===== config.mk =====
export PLATFORM = sky130hd
export DESIGN_NAME = alu_arbiter
export DESIGN_NICKNAME = d
export VERILOG_FILES = /design/src/rtl/alu_arbiter.sv
export SDC_FILE = /design/constraint.sdc
export NUM_CORES = 1
export LEC_CHECK = 0
export BUFFER_PORTS_ARGS = -buffer_cell sky130_fd_sc_hd__buf_4
export CORE_AREA = 2 2 119 121
export DETAILED_ROUTE_END_ITERATION = 7
export DIE_AREA = 0 0 121 123
export PLACE_DENSITY = 0.8
export SYNTH_ARGS = -nofsm -noshare
export SYNTH_HDL_FRONTEND = slang
export SYNTH_SLANG_ARGS = --single-unit

===== constraint.sdc =====
create_clock -name clk -period 6.5 [get_ports clk]
set_clock_uncertainty 0.2 [all_clocks]
set_input_delay 0.325 -clock clk [delete_from_list [all_inputs] [get_ports clk]]
set_output_delay 0.325 -clock clk [all_outputs]
set_load 0.1 [all_outputs]

===== src/rtl/alu_arbiter.sv =====
// Two-requester arbiter in front of one shared combinational RV32 ALU.
// Ports: clk/rst, req0_*/rsp0_*, req1_*/rsp1_* valid/ready pairs, alu_* to/from ALU.
module alu_arbiter #(
  parameter int DATA_W     = 32,
  parameter int FIXED_PRIO = 0
) (
  input  logic              clk,
  input  logic              rst,
  input  logic              req0_valid,
  output logic              req0_ready,
  input  logic [2:0]        req0_op,
  input  logic              req0_alt,
  input  logic [DATA_W-1:0] req0_a,
  input  logic [DATA_W-1:0] req0_b,
  output logic              rsp0_valid,
  input  logic              rsp0_ready,
  output logic [DATA_W-1:0] rsp0_res,
  input  logic              req1_valid,
  output logic              req1_ready,
  input  logic [2:0]        req1_op,
  input  logic              req1_alt,
  input  logic [DATA_W-1:0] req1_a,
  input  logic [DATA_W-1:0] req1_b,
  output logic              rsp1_valid,
  input  logic              rsp1_ready,
  output logic [DATA_W-1:0] rsp1_res,
  output logic [DATA_W-1:0] alu_src_a,
  output logic [DATA_W-1:0] alu_src_b,
  output logic [2:0]        alu_op,
  output logic              alu_alt,
  input  logic [DATA_W-1:0] alu_res
);

  localparam logic [1:0] S_IDLE = 2'd0;
  localparam logic [1:0] S_EXEC = 2'd1;
  localparam logic [1:0] S_RESP = 2'd2;

  logic [1:0]        state;
  logic              owner;
  logic              last_grant;
  logic [DATA_W-1:0] result;
  logic              win;
  logic              accept;
  logic              rsp_hs;

  // win = 1 selects requester 1; on a tie round-robin favours
  // whoever was not granted last.
  always_comb begin
    win = 1'b0;
    if (req0_valid && req1_valid) begin
      if (FIXED_PRIO != 0) win = 1'b0;
      else                 win = ~last_grant;
    end else begin
      win = req1_valid;
    end
  end

  // rst gating keeps ready low while reset is held.
  assign accept = (state == S_IDLE) && !rst &&
                  (req0_valid || req1_valid);

  assign req0_ready = accept && !win;
  assign req1_ready = accept && win;

  assign rsp0_valid = (state == S_RESP) && !owner;
  assign rsp1_valid = (state == S_RESP) && owner;
  assign rsp0_res   = result;
  assign rsp1_res   = result;

  assign rsp_hs = owner ? rsp1_ready : rsp0_ready;

  always_ff @(posedge clk or posedge rst) begin
    if (rst) begin
      state      <= S_IDLE;
      owner      <= 1'b0;
      last_grant <= 1'b1;
      result     <= '0;
      alu_src_a  <= '0;
      alu_src_b  <= '0;
      alu_op     <= 3'd0;
      alu_alt    <= 1'b0;
    end else begin
      case (state)
        S_IDLE: begin
          if (accept) begin
            owner      <= win;
            last_grant <= win;
            alu_src_a  <= win ? req1_a   : req0_a;
            alu_src_b  <= win ? req1_b   : req0_b;
            alu_op     <= win ? req1_op  : req0_op;
            alu_alt    <= win ? req1_alt : req0_alt;
            state      <= S_EXEC;
          end
        end
        S_EXEC: begin
          result <= alu_res;
          state  <= S_RESP;
        end
        S_RESP: begin
          if (rsp_hs) state <= S_IDLE;
        end
        default: state <= S_IDLE;
      endcase
    end
  end

endmodule


-- After elaboration in Yosys (flattened, before gate mapping)
Index checks and enable logic that the tools add are counted.
- flip-flop bits (word level): 104
- latch bits: 0
- memory bits (writable): 0
- memory bits (read-only): 0
- input bits: 174
- output and inout bits: 136
- logic and storage cells: 36
- memories kept: 0
- add/subtract/negate cells: 0
- $mul: 0
- divide/modulo/power cells: 0
- magnitude comparators: 0
- equal/unequal tests: 4
- shifts and indexed selects: 0
- multiplexer cells: 9
- bitwise gates (word level): 1
- reductions and logical operators: 14
- operators with widths (cell ; count):
    $mux W32 ; 2
    $logic_and A1 B1 Y1 ; 7
    $pmux W2 S3 ; 1
    $mux W2 ; 2
    $ne A2 B2 Y1 const B ; 2
    $reduce_and A2 Y1 ; 2
    $logic_not A1 Y1 ; 3
    $mux W1 ; 3
    $mux W3 ; 1
    $eq A2 B1 Y1 const B ; 1
    $eq A2 B2 Y1 const B ; 1
    $logic_not A2 Y1 ; 1
    $logic_or A1 B1 Y1 ; 1
    $not A1 Y1 ; 1

-- Longest topological paths before layout
- word-level depth: 5
- gate-level depth with buffers: 7
- gate-level depth less buffers: 3

-- Worst setup path before layout
No wires, ideal clock.
- path type: register to output
- start point: register state[0]
- end point: output req0_ready
- arrival: 2.013 ns
- data required time: 5.975 ns
- slack: 3.962 ns
- cell stages (with the launch flop): 6
- buffers on the path: 3
- cell sequence: dfrtp_1 -> or3_1 -> buf_2 -> buf_6 -> buf_6 -> nor3b_4
- longest elaborated chain between the ends: 4
- ends and longest elaborated chain (element ; line ; source):
    start: declaration ; 38 ; logic [1:0] state;
    start signal: assignment ; 74 ; state <= S_IDLE;
    start signal: assignment ; 92 ; state <= S_EXEC;
    start signal: assignment ; 97 ; state <= S_RESP;
    $logic_not A2 Y1 ; 59 ; assign accept = (state == S_IDLE) && !rst &&
    $logic_and A1 B1 Y1 (2 in series) ; 59 ;
    $logic_and A1 B1 Y1 ; 62 ; assign req0_ready = accept && !win;
    end: declaration ; 10 ; output logic req0_ready,
Every way passes these cells.

-- Worst setup path after layout
- start point: input rst
- end point: output req1_ready
- longest elaborated chain between the ends: 4
- ends and longest elaborated chain (element ; line ; source):
    start: declaration ; 8 ; input logic rst,
    $logic_not A1 Y1 (no line) ; - ;
    $logic_and A1 B1 Y1 (2 in series) ; 59 ;
    $logic_and A1 B1 Y1 ; 63 ; assign req1_ready = accept && win;
    end: declaration ; 19 ; output logic req1_ready,
Every way passes these cells.

==> flow_metrics.env <==
export IMPL_hold_path_class="input pin to flop"
export IMPL_max_freq_mhz=290.7
export IMPL_cts_sinks=104
export IMPL_critical_path_top_delay_family="buffers and inverters"
export IMPL_period_needed_ns=3.440
export IMPL_clock_path_buffers=2
export IMPL_highest_signal_layer="met4"
export IMPL_timing_hold_worst_path_depth=2
export IMPL_crit_fanout=40
export IMPL_gpl_final_weighted_congestion=0.8890
export IMPL_clockRootBuffer="sky130_fd_sc_hd__clkbuf_16"
export IMPL_clkTransAtPathRegs_ns=0.07
export IMPL_grt_setup_unrepaired="no"
export IMPL_drt_drc_violations_left=0
export IMPL_path_buf_inv=4
export IMPL_cp_cell_sequence="dlygate4sd3_1 -> buf_4 -> nor3_1 -> and3_2 -> buf_4 -> buf_4"
export IMPL_mostFrequentLayoutCell="sky130_fd_sc_hd__buf_4"
export IMPL_area_sequential_sq_um=2604
export IMPL_final_net_count=862
export IMPL_cts_buffers=9
export IMPL_syn_mean_instance_area_sq_um=11.17
export IMPL_final_hold_violation_count=0
export IMPL_yosysSeqAreaShare_pct=53.73
export IMPL_post_cts_buffers=0
export IMPL_syn_inst=434
export IMPL_crit_path_start_kind="input pin"
export IMPL_rrSetupSlack_ns=4.04
export IMPL_worstSetupEndpointType="output pin"
export IMPL_worstPathArrival_ns=2.92
export IMPL_slowest_stage="sky130_fd_sc_hd__and3_2"
export IMPL_setup_violations=0
export IMPL_synth_nets=608
export IMPL_route_met2_wl_um=7857
export IMPL_flow_area_growth_from_synthesis_pct=51.38
export IMPL_finalSetupTns_ns=0
export IMPL_design_die_area_sq_um=14880
export IMPL_finish_cell_count_without_fillers=873
export IMPL_detailedRoute_firstPassIterationCount=5
export IMPL_drt_initial_drc_count=223
export IMPL_worst_ep_required_time_ns=5.97
export IMPL_routed_wirelength_um=14630
export IMPL_site_rows=43
export IMPL_cpPeakStageDelay_ns=0.65
export IMPL_synth_cell_types=22
export IMPL_timing_worst_setup_path_type="input pin to output pin"
export IMPL_wire_per_inst_um=16.76
export IMPL_multiInputGateArea_sq_um=1800
export IMPL_core_area_sq_um=13610
export IMPL_final_max_slew_violation_count=0
export IMPL_drt_antenna_violating_nets=0
export IMPL_synth_cell_area_sq_um=4846
export IMPL_highest_count_cells_in_the_layout_ignoring_fill_and_taps="315 x sky130_fd_sc_hd__buf_4, 103 x sky130_fd_sc_hd__dfrtp_1, 69 x sky130_fd_sc_hd__nand2_1"
export IMPL_period_share_pct=52.92
export IMPL_die_width_um=121
export IMPL_cts_repair_resized=0
export IMPL_dieHeight_um=123
export IMPL_num_vias=4424
export IMPL_hold_start="req1_b[0]"
export IMPL_postSynthRegisterBits=104
export IMPL_place_inst=854
export IMPL_r2r_start="state[0]"
export IMPL_grt_max_degree=72
export IMPL_reg2regPathDepth=4
export IMPL_maxCapViolations=0
export IMPL_synth_warnings=0
export IMPL_r2r_end="alu_src_a[2]"
export IMPL_worst_hold_path_endpoint="alu_src_b[0]"
export IMPL_placement_io_buffers=309
export IMPL_grt_util_all_layers_pct=18.74
export IMPL_drive_above_1_share_pct=54.83
export IMPL_max_slew_worst_pin_slew_ns=0.8162
export IMPL_h_tree_level_count=3
export IMPL_initial_utilization_pct=35.60
export IMPL_gr_total_overflow=0
export IMPL_post_dp_hpwl_um=11120
export IMPL_io_pins=310
export IMPL_worst_path_most_repeated_cell="sky130_fd_sc_hd__buf_4"
export IMPL_grt_pass1_vias=4357
export IMPL_max_slew_margin_rel_pct=45.38
export IMPL_vias_per_cell=5.068
export IMPL_filler_cell_count=1206
export IMPL_result_of_the_run="finished, final reports clean"
export IMPL_length_of_routed_wiring_on_met1_um=5421
export IMPL_grt_pass1_wl_um=21880
export IMPL_clk_insertion_delay_late_ns=0.33
export IMPL_met3WireLength_um=1089
export IMPL_cts_tree="yes"
export IMPL_insertedDiodeCount=0
export IMPL_grt_antenna_before_repair=0
-- metal layers --
| layer | up-vias | track usage [%] |
|---|---|---|
| met4 | 0 | 6.977 |
| li1 | 2064 | - |
| met2 | 236 | 35.08 |
| met5 | - | 0 |
| met1 | 2104 | 21.02 |
| met3 | 20 | 3.690 |
-- worst max path at each step --
stage | start | to | slack [ns] | cells after the start
2_1_floorplan | rst | alu_alt | 3.24 | 1
3_3_place_gp | rst | req1_ready | 3.70 | 5
3_5_place_dp | rst | req1_ready | 3.65 | 5
4_1_cts | rst | req1_ready | 3.07 | 6
5_1_grt | rst | req1_ready | 2.90 | 6
6_report | rst | req1_ready | 3.06 | 6
-- through the flow --
step / cell area, sq um / hold WS (ns) / utilization (%) / setup slack, ns
after floorplan: 4846 / 0.2490 / - / 3.244
after global placement: 7012 / 0.2473 / 51.51 / 3.704
after detailed placement: 7012 / 0.2597 / 51.51 / 3.654
after CTS: 7316 / 0.0008474 / 53.75 / 3.074
after global routing: 7336 / 0.0008197 / 53.89 / 2.903
final: 7336 / 0.01895 / 53.89 / 3.060
-- cells in the mapped netlist --
cell type / instances / share of area (%)
sky130_fd_sc_hd__dfrtp_1: 103 / 53
sky130_fd_sc_hd__dfstp_2: 1 / 0.54
sky130_fd_sc_hd__nor3_2: 9 / 1.9
sky130_fd_sc_hd__a221o_1: 68 / 14
sky130_fd_sc_hd__nor2b_1: 1 / 0.13
sky130_fd_sc_hd__clkbuf_1: 24 / 1.9
sky130_fd_sc_hd__buf_1: 2 / 0.15
sky130_fd_sc_hd__nor3b_4: 1 / 0.39
sky130_fd_sc_hd__nand2b_1: 2 / 0.26
sky130_fd_sc_hd__inv_1: 4 / 0.31
sky130_fd_sc_hd__a21oi_1: 2 / 0.21
sky130_fd_sc_hd__nor2_1: 2 / 0.15
sky130_fd_sc_hd__or3_1: 1 / 0.13
sky130_fd_sc_hd__nor3_1: 60 / 6.2
sky130_fd_sc_hd__buf_6: 4 / 0.93
sky130_fd_sc_hd__o21ai_1: 1 / 0.10
sky130_fd_sc_hd__o21ai_0: 1 / 0.10
sky130_fd_sc_hd__and3_1: 1 / 0.13
sky130_fd_sc_hd__nand2_1: 69 / 5.3
sky130_fd_sc_hd__buf_4: 32 / 5.0
sky130_fd_sc_hd__buf_2: 13 / 1.3
sky130_fd_sc_hd__mux2_2: 33 / 7.7
-- state kept, by name, indices dropped and copies added, names as in the netlist --
register / cells
state: 2
last_grant: 1
alu_src_b: 32
alu_alt: 1
alu_src_a: 32
owner: 1
alu_op: 3
rsp0_res: 32
-- final cells by class --
type                            instances  share of cell area [%]
Multi-Input combinational cell        251                   24.54
Sequential cell                       104                   35.49
Timing Repair Buffer                  318                   32.65
Inverter                                4                  0.2388
Clock buffer                           12                   3.633
Tap cell                              180                   3.070
Clock inverter                          4                  0.3752
-- cell families after synthesis --
logic type	Yosys count	synth area share [%]
DFF	104	53.73
buffers and inverters	79	9.553
muxes	33	7.669
AOI/OAI and AO/OA	72	14.46
and+or+nand+nor	146	14.59
-- what timing repair did --
item / CTS / global route
endpoints found under the hold margin: 50 / 2
setup endpoints to repair: 0 / 0
hold buffers: 1 / 2
Power is not shown: default switching activity piles up to over one toggle a cycle in this logic, so the estimate is an artifact.
